<file path="src/rtl/pc_control_pkg.sv">
// -----------------------------------------------------------------------------
// pc_ctrl_pkg
// Shared definitions for the next-PC sequencer and the call/return stack it
// feeds: the sequencer state encoding, the default reset and trap addresses,
// and the usable stack depth (also the stack's own acceptance limit).
// -----------------------------------------------------------------------------
package pc_ctrl_pkg;

  // RUN sequences normally; RET_WAIT covers the stack's registered read.
  typedef enum logic {
    RUN      = 1'b0,
    RET_WAIT = 1'b1
  } pc_state_t;

  // Width of the mirrored occupancy count (0..31 fits in 6 bits).
  localparam int unsigned DEPTH_W = 6;

  // The stack accepts a push only while its top pointer is below this value.
  localparam int unsigned STACK_DEPTH_DEFAULT = 31;

  localparam logic [31:0] RESET_PC_DEFAULT    = 32'h0000_0000;
  localparam logic [31:0] TRAP_VECTOR_DEFAULT = 32'h0000_0004;

endpackage

</file>
<file path="src/rtl/pc_control_if.sv">
// -----------------------------------------------------------------------------
// pc_control_if
// Push/pop bus between the next-PC sequencer (master) and the call/return
// stack (slave).
//   stk_write    : push strobe, sequencer -> stack
//   stk_read     : pop strobe, sequencer -> stack
//   stk_data_in  : return address to push, sequencer -> stack
//   stk_data_out : popped address, stack -> sequencer, valid the cycle after
//                  stk_read (registered read inside the stack)
// -----------------------------------------------------------------------------
interface pc_control_if #(
  parameter int unsigned PC_WIDTH = 32
) ();

  logic                stk_write;
  logic                stk_read;
  logic [PC_WIDTH-1:0] stk_data_in;
  logic [PC_WIDTH-1:0] stk_data_out;

  modport master (
    output stk_write,
    output stk_read,
    output stk_data_in,
    input  stk_data_out
  );

  modport slave (
    input  stk_write,
    input  stk_read,
    input  stk_data_in,
    output stk_data_out
  );

endinterface

</file>
<file path="src/rtl/pc_control_ras_depth_counter.sv">
// -----------------------------------------------------------------------------
// ras_depth_counter
// Saturating up/down counter that mirrors the call/return stack occupancy.
// It never wraps: increments stop at MAX, decrements stop at zero.
// Ports:
//   clk, reset : clock, asynchronous active-high reset
//   inc, dec   : one push / one pop this cycle (never both from the sequencer)
//   count      : current occupancy
//   full       : count == MAX
//   empty      : count == 0
// -----------------------------------------------------------------------------
module ras_depth_counter #(
  parameter int unsigned MAX = 31,
  parameter int unsigned W   = 6
) (
  input  logic         clk,
  input  logic         reset,
  input  logic         inc,
  input  logic         dec,
  output logic [W-1:0] count,
  output logic         full,
  output logic         empty
);

  assign full  = (count == W'(MAX));
  assign empty = (count == '0);

  // NOTE: sequential state is written with non-blocking assignments so every
  // register samples its inputs from before the clock edge.
  always_ff @(posedge clk or posedge reset) begin
    if (reset) begin
      count <= '0;
    end else if (inc && !full) begin
      count <= count + W'(1);
    end else if (dec && !empty) begin
      count <= count - W'(1);
    end
  end

endmodule

</file>
<file path="src/rtl/pc_control.sv">
// -----------------------------------------------------------------------------
// pc_control
// Next-PC sequencer in front of the call/return stack. Pushes pc+1 on CALL,
// pops on RET and spends one RET_WAIT cycle collecting the stack's registered
// read data. Occupancy is mirrored locally so that over- and underflowing ops
// (which the stack would silently drop) are squashed and flagged.
//
// Build option: define STACK_FAULT_TRAP_EN to redirect a faulting CALL/RET to
// TRAP_VECTOR; otherwise the faulting op falls through to pc+1.
//
// Ports:
//   clk, reset       : clock, asynchronous active-high reset
//   stall            : hold pc/depth/state in RUN, no strobes
//   instr_valid      : decode outputs valid
//   op_call/op_ret/op_jump/op_branch_taken : decoded control ops
//   target           : jump/branch/call destination
//   stk              : stack push/pop bus (master side)
//   pc               : registered fetch address
//   busy             : high in RET_WAIT
//   stack_fault      : sticky over/underflow flag, cleared by reset only
//   depth            : mirrored stack occupancy
// -----------------------------------------------------------------------------
module pc_control
  import pc_ctrl_pkg::*;
#(
  parameter int unsigned         PC_WIDTH    = 32,
  parameter logic [PC_WIDTH-1:0] RESET_PC    = PC_WIDTH'(RESET_PC_DEFAULT),
  parameter int unsigned         STACK_DEPTH = STACK_DEPTH_DEFAULT
`ifdef STACK_FAULT_TRAP_EN
  ,
  parameter logic [PC_WIDTH-1:0] TRAP_VECTOR = PC_WIDTH'(TRAP_VECTOR_DEFAULT)
`endif
) (
  input  logic                clk,
  input  logic                reset,
  input  logic                stall,
  input  logic                instr_valid,
  input  logic                op_call,
  input  logic                op_ret,
  input  logic                op_jump,
  input  logic                op_branch_taken,
  input  logic [PC_WIDTH-1:0] target,
  pc_control_if.master        stk,
  output logic [PC_WIDTH-1:0] pc,
  output logic                busy,
  output logic                stack_fault,
  output logic [DEPTH_W-1:0]  depth
);

  pc_state_t           state_q;
  pc_state_t           state_d;
  logic [PC_WIDTH-1:0] pc_d;
  logic [PC_WIDTH-1:0] pc_plus1;
  logic [PC_WIDTH-1:0] fault_pc;
  logic                fault_set;
  logic                push;
  logic                pop;
  logic                depth_full;
  logic                depth_empty;

  // Wraps modulo 2^PC_WIDTH by construction.
  assign pc_plus1 = pc + PC_WIDTH'(1);

`ifdef STACK_FAULT_TRAP_EN
  assign fault_pc = TRAP_VECTOR;
`else
  assign fault_pc = pc_plus1;
`endif

  assign stk.stk_write   = push;
  assign stk.stk_read    = pop;
  assign stk.stk_data_in = pc_plus1;
  assign busy            = (state_q == RET_WAIT);

  ras_depth_counter #(
    .MAX (STACK_DEPTH),
    .W   (DEPTH_W)
  ) u_depth (
    .clk   (clk),
    .reset (reset),
    .inc   (push),
    .dec   (pop),
    .count (depth),
    .full  (depth_full),
    .empty (depth_empty)
  );

  // NOTE: every signal driven here gets a default first, so no path through
  // the case/if tree leaves one unassigned and no latch is inferred.
  always_comb begin
    state_d   = state_q;
    pc_d      = pc;
    push      = 1'b0;
    pop       = 1'b0;
    fault_set = 1'b0;

    unique case (state_q)
      RUN: begin
        if (stall) begin
          // Hold everything.
        end else if (!instr_valid) begin
          pc_d = pc_plus1;
        end else if (op_ret) begin
          if (!depth_empty) begin
            pop     = 1'b1;
            state_d = RET_WAIT;
          end else begin
            fault_set = 1'b1;
            pc_d      = fault_pc;
          end
        end else if (op_call) begin
          if (!depth_full) begin
            push = 1'b1;
            pc_d = target;
          end else begin
            fault_set = 1'b1;
            pc_d      = fault_pc;
          end
        end else if (op_jump || op_branch_taken) begin
          pc_d = target;
        end else begin
          pc_d = pc_plus1;
        end
      end

      RET_WAIT: begin
        // No new read is issued here, so the stack output is still the
        // popped entry; stall and instr_valid are deliberately ignored.
        pc_d    = stk.stk_data_out;
        state_d = RUN;
      end

      default: state_d = RUN;
    endcase
  end

  always_ff @(posedge clk or posedge reset) begin
    if (reset) begin
      state_q     <= RUN;
      pc          <= RESET_PC;
      stack_fault <= 1'b0;
    end else begin
      state_q <= state_d;
      pc      <= pc_d;
      if (fault_set) begin
        stack_fault <= 1'b1;
      end
    end
  end

endmodule

</file>
<file path="src/flat_wrapper.sv">
// flat-port wrapper written by rule: the top's interface ports become plain ports
module pc_control_flat import pc_ctrl_pkg::*;
#(
  parameter int unsigned         PC_WIDTH    = 32,
  parameter logic [PC_WIDTH-1:0] RESET_PC    = PC_WIDTH'(RESET_PC_DEFAULT),
  parameter int unsigned         STACK_DEPTH = STACK_DEPTH_DEFAULT

)
  (clk, reset, stall, instr_valid, op_call, op_ret, op_jump, op_branch_taken, target, pc, busy, stack_fault, depth, stk_stk_write, stk_stk_read, stk_stk_data_in, stk_stk_data_out);
  pc_control_if #(.PC_WIDTH(PC_WIDTH)) stk_i ();
  input  logic clk;
  input  logic reset;
  input  logic stall;
  input  logic instr_valid;
  input  logic op_call;
  input  logic op_ret;
  input  logic op_jump;
  input  logic op_branch_taken;
  input  logic [PC_WIDTH-1:0] target;
  output logic [PC_WIDTH-1:0] pc;
  output logic busy;
  output logic stack_fault;
  output logic [DEPTH_W-1:0] depth;
  output wire logic [$bits(stk_i.stk_write)-1:0] stk_stk_write;
  output wire logic [$bits(stk_i.stk_read)-1:0] stk_stk_read;
  output wire logic [$bits(stk_i.stk_data_in)-1:0] stk_stk_data_in;
  input wire logic [$bits(stk_i.stk_data_out)-1:0] stk_stk_data_out;
  assign stk_stk_write = stk_i.stk_write;
  assign stk_stk_read = stk_i.stk_read;
  assign stk_stk_data_in = stk_i.stk_data_in;
  assign stk_i.stk_data_out = stk_stk_data_out;
  pc_control #(.PC_WIDTH(PC_WIDTH), .RESET_PC(RESET_PC), .STACK_DEPTH(STACK_DEPTH)) u_core (.clk(clk), .reset(reset), .stall(stall), .instr_valid(instr_valid), .op_call(op_call), .op_ret(op_ret), .op_jump(op_jump), .op_branch_taken(op_branch_taken), .target(target), .stk(stk_i), .pc(pc), .busy(busy), .stack_fault(stack_fault), .depth(depth));
endmodule
</file>
<file path="config.mk">
export PLATFORM = sky130hd
export DESIGN_NAME = pc_control_flat
export DESIGN_NICKNAME = d
export VERILOG_FILES = /design/src/rtl/pc_control_pkg.sv /design/src/rtl/pc_control_if.sv /design/src/rtl/pc_control_ras_depth_counter.sv /design/src/rtl/pc_control.sv /design/src/flat_wrapper.sv
export SDC_FILE = /design/constraint.sdc
export NUM_CORES = 1
export LEC_CHECK = 0
export CAP_MARGIN = 20
export CORE_MARGIN = 5
export CORE_UTILIZATION = 46
export DETAILED_ROUTE_END_ITERATION = 7
export PLACE_DENSITY = 0.87
export SETUP_SLACK_MARGIN = 0.15
export SKIP_LAST_GASP = 1
export SYNTH_ARGS = -nofsm -noshare
export SYNTH_HDL_FRONTEND = slang
export SYNTH_SLANG_ARGS = --single-unit
</file>
<file path="constraint.sdc">
create_clock -name clk -period 4 [get_ports clk]
set_input_delay 0.8 -clock clk [delete_from_list [all_inputs] [get_ports clk]]
set_output_delay 0.8 -clock clk [all_outputs]
set_load 0.01 [all_outputs]
</file>
* Yosys cells after proc, flatten, opt, wreduce, memory -nomap -nowiden
Cells that the tools add are included.
Word-level totals: logic and storage cells 48, output and inout bits 74, input port bits 72, register bits 40
Operators by class: multiplexer cells 29, $add $sub $neg 3, eq/ne operators 3, reductions and logical operators 8, bitwise operators 1
Operators with widths (count):
- 32-bit two-way mux | 7
- 32-bit one-hot mux with 2 select lines | 1
- 32-bit by 1-bit adder with 32-bit output (second input constant) | 1
- 1-bit two-way mux | 18
- 6-bit two-way mux | 2
- 6-bit by 1-bit adder with 6-bit output (second input constant) | 1
- 6-bit by 5-bit == test with 1-bit output (second input constant) | 1
- 6-bit logical NOT | 1
- 6-bit by 1-bit subtractor with 6-bit output (second input constant) | 1
- 4-bit by 3-bit != test with 1-bit output (second input constant) | 1
- 1-bit logical AND | 2
- 1-bit logical NOT | 2
- 2-bit != test (second input constant) | 1
- 1-bit one-hot mux with 2 select lines | 1
- 2-bit AND reduction | 1
- 2-bit nonzero test | 1
- 1-bit logical OR | 1
- 1-bit NOT | 1

* Longest topological paths before layout
Gate-level depths: netlist (run 1).
depth in word-level cells 9, gate-level depth with buffers 9, mapped depth without buffers 9

* Cells and area by module
Synthesis (run 1) repeated with hierarchy kept, for this count alone.
Second synthesis, totals: cell total of the unflattened synthesis 372, area, all modules 3189.3 um2
By module, submodules not included:
- pc_control | seq. area each 850.8 um2, times used 1, cells each 331, area each 2720.1 um2
- ras_depth_counter | seq. area each 150.1 um2, times used 1, cells each 41, area each 469.2 um2

* Worst setup path before layout (run 1)
Ideal clock, no wire load.
path type register to output, start register u_core.pc[16], end output stk_stk_data_in[30], path buffers 1, data required time 3.200 ns, arrival 1.959 ns, cell stages (with the launch flop) 6, slack 1.241 ns, cells stage by stage dfrtp_1 > buf_2 > nand4_1 > or4_4 > or4b_4 > xnor2_2
On the way: longest elaborated chain between the ends 1
RTL lines:
- from (decl) | RTL line pc_control.sv:44 | output logic [PC_WIDTH-1:0] pc,
- from (signal assigned) | RTL line pc_control.sv:144 | pc <= pc_d;
- 32-bit by 1-bit adder with 32-bit output | RTL line pc_control.sv:62 | assign pc_plus1 = pc + PC_WIDTH'(1);
- to (decl) | RTL line flat_wrapper.sv:26 | output wire logic [$bits(stk_i.stk_data_in)-1:0] stk_stk_data_in;
Every way passes these cells.

* Final worst setup path (run 1)
Ends and elaborated chain as after synthesis.

==> results of run 1 <==
-- routing by layer --
metal	vias up	wire [um]
met2	221	5740
met5	-	0
met4	0	330
met1	1828	4680
met3	31	1120
li1	1763	-
-- path summary, 6_finish.rpt --
path,from,endpoint,slack (ns),cells past startpoint
max reg2reg,u_core.u_depth.count[1],u_core.pc[22],1.35,5
min reg2reg,u_core.stack_fault,u_core.stack_fault,0.48,1
min,u_core.stack_fault,u_core.stack_fault,0.48,1
max in group asynchronous,reset,u_core.pc[24],2.62,3
max,u_core.pc[16],stk_stk_data_in[30],0.24,5
min in group asynchronous,reset,u_core.pc[15],0.78,2
-- cell usage in the layout, fill, tap and decap left out, drive strengths merged, types with 11 or more instances in the layout --
cell type,count
nor3,14
nor2,24
mux2i,12
a21oi,11
nand2,44
nand4,13
o21ai,11
inv,21
buf,14
dfrtp,40
xnor2,17
clkdlybuf4s50,145
nand3,12
-- power by group through the flow --
stage	combinational [uW]	sequential [uW]	clock, uW
finish	1580	802	299
global route	1700	836	322
CTS	1590	796	302
detailed placement	1580	803	0
global placement	1550	787	0
floorplan	717	814	0
-- registers in the layout (all words and copies together), names as in the netlist --
name	count
u_core.stack_fault	1
u_core.u_depth.count	6
u_core.busy	1
u_core.pc	32
-- Yosys cell counts (3+ instances only) --
cell,n,area [um2]
mux2_2,4,45.0
a2bb2oi_1,4,35.0
o211ai_1,5,37.5
buf_2,3,15.0
mux2i_1,12,120
a21oi_1,11,55.1
a31oi_1,10,62.6
or2_2,4,25.0
a221oi_1,3,26.3
o41ai_1,7,61.3
nand2_1,44,165
ha_1,5,62.6
xor2_1,10,87.6
a22oi_1,4,30.0
inv_1,21,78.8
nand3_1,12,60.1
o221ai_1,8,70.1
or3_1,6,37.5
a32oi_1,3,26.3
nand2b_1,8,50.1
and3_1,4,25.0
nor2_1,24,90.1
nor4_1,8,50.1
nor3_1,14,70.1
and4_1,3,26.3
a221o_1,5,50.1
nand4_1,12,75.1
clkbuf_1,19,71.3
o21ai_0,11,55.1
o31ai_1,8,60.1
dfrtp_1,40,1000
xnor2_1,16,140
or4_1,4,30.0
-- worst max-delay path: cells and delay by family (launching register included) --
family                    cells  cell delay (ns)
and+or+nand+nor               3             1.38
buffers and inverters         1             0.58
DFF                           1             0.51
xor gates and xnor gates      1             0.20
-- cells by family (layout without fill, tap and decap cells) --
family,count (synthesis),after routing
AND/OR/NAND/NOR,157,157
XOR/XNOR,27,27
AO/OA/AOI/OAI,100,100
adder cells (fa/ha/maj),6,6
flip-flops,40,40
buffers and inverters,43,187
multiplexers,16,16
-- final cells by class --
class	count	area [um2]
inverter	21	78.8
timing repair buffer	159	1560
clock buffer	7	96.3
sequential	40	1000
fill	524	1900
multi-input combinational	306	2080
tap	96	120
-- through the flow --
step / utilization [%] / instances / worst slack [ns] / hold slack [ns]
after global placement: 70.7 / 622 / 0.644 / 0.478
final: 72.2 / 629 / 0.243 / 0.480
after floorplan: - / 389 / 1.24 / 0.512
after detailed placement: 70.7 / 622 / 0.583 / 0.468
after CTS: 72.1 / 629 / 0.283 / 0.486
after global routing: 72.2 / 629 / 0.123 / 0.494
==> impl_metrics.csv, run 1 <==
group,metric,value,unit
sta,fin_tns_setup,0,ns
global_routing,grt_max_degree,49,
setup_path,cp.required,3.20,ns
setup_path,cpPeakStageDelay,0.58,ns
clock_network,ctsResizeCount,0,
clock_network,cts_made_buffers,5,
global_routing,grt_usage,27.1,%
pwr,power_density,545,mW/mm2
floorplan,fp.coreArea,0.00683,mm2
clock_network,cts_setup_buffers,0,
yosys,syn_inst,389,
sta,rsz0062_at_grt,"yes",
global_routing,grt_overflow_total,0,
global_routing,use_met1,33.8,%
drt,drt-total-wl,11900,um
sta,relSlewSlack,48.0,%
yosys,synth-xor-area-share,7.54,%
placed_design,place.detailed.hpwl,8990,um
drt,drt_first_iter_violations,232,
yosys,yosys_most_used_dff,"dfrtp_1",
drt,drc,0,
yosys,ys_seq_area_share,30.9,%
clock_network,clkTransAtPathRegs,0.08,ns
setup_path,critPathSlowestCell,"clkdlybuf4s50_1",
sta,hold_viol,0,
setup_path,crit_fanout,10,
global_routing,antenna_found_initial,0,
setup_path,start_kind,"register",
sta,min_period,3.76,ns
yosys,synth.distinct_cells,62,
clock_network,cts.sinks,40,
setup_path,path_cells,"nand4_1, or4_4, or4b_4, xnor2_2, clkdlybuf4s50_1",
pwr,power,2690,uW
sta,tightestPinTransition,0.780,ns
global_routing,grt_pass1_vias,3820,
pwr,power_switching_share,41.0,%
setup_path,critPathKind,"reg2out",
setup_path,end_kind,"primary output",
floorplan,die_w,93.9,um
pwr,p_switching,1100,uW
sta,setup_viol,0,
pwr,power.internal,1590,uW
run,drv_cap,0,
yosys,muxShareOfSynthArea,5.10,%
drt,vias_per_cell,6.11,
yosys,synth_area,0.00324,mm2
yosys,yosys.area_share.simple,25.8,%
final_layout,syn_to_final_growth,52.3,%
yosys,synth_adder_area_share,2.55,%
final_layout,diodes,0,
global_routing,use_met3,7.29,%
yosys,async_reset_ff_share,100,%
floorplan,initial_core_util,47.4,%
yosys,ys_ff_latch,40,
run_status,outcome,"finished clean",
yosys,synth_nets,467,
sta,slew_violations,0,
floorplan,die_area,0.00881,mm2
final_layout,fin_nets,611,
yosys,synth_top_family_by_area,"simple AND/OR/NAND/NOR gates",
drt,routedWlPerCell,18.9,um
clock_network,htreeDepth,2,
worst_hold_path,hp-class,"reg2reg",
placed_design,io_buffers,145,
final_layout,drive_above_1_share,7.13,%
global_routing,grt_pass1_wl,19100,um
sta,period_share,93.9,%
drt,dr_total_vias,3843,
yosys,avgSynthCellArea,8.32,um2
yosys,synth_compound_area_share,23.0,%
clock_network,insertion_delay,0.29,ns
setup_path,arrival,2.96,ns
floorplan,pin_count,146,
clock_network,cts_tree,"built",
placed_design,gp_congestion,0.895,
placed_design,dpl_cell_area,0.00483,mm2
sta,fmax,0.266,GHz
yosys,yosysWarnings,0,
clock_network,hold_buffers,0,
pwr,vdd_ir_drop_max,401,uV
global_routing,met2_usage,45.2,%
drt,drtAntennaViolNets,0,
pwr,p_comb_share,59.0,%
final_layout,stdcell_area,0.00493,mm2
yosys,synth-edff-count,0,
floorplan,die_y,93.9,um
clock_network,clock_path_buffers,2,
pwr,power_frac_seq,29.9,%
pwr,leakage,0.00196,uW
sta,fin_skew,0.00471,ns
pwr,pwr-share-clk,11.1,%
floorplan,rows,30,
drt,first_pass_iters,7,
global_routing,grt_most_used_layer,"met2",
clock_network,cts_root_buf,"clkbuf_8",
No activity file was read; power rests on OpenSTA's default activity.
==> run 2, diff against run 1 <==
--- a/config.mk
+++ b/config.mk
@@ -8,10 +8,12 @@
 export CAP_MARGIN = 20
 export CORE_MARGIN = 5
 export CORE_UTILIZATION = 46
+export CTS_CLUSTER_DIAMETER = 120
 export DETAILED_ROUTE_END_ITERATION = 7
 export PLACE_DENSITY = 0.87
 export SETUP_SLACK_MARGIN = 0.15
 export SKIP_LAST_GASP = 1
+export SLEW_MARGIN = 40
 export SYNTH_ARGS = -nofsm -noshare
 export SYNTH_HDL_FRONTEND = slang
 export SYNTH_SLANG_ARGS = --single-unit
==> results of run 2 <==
Final layout, timing and power as in run 1 (identical DEF).
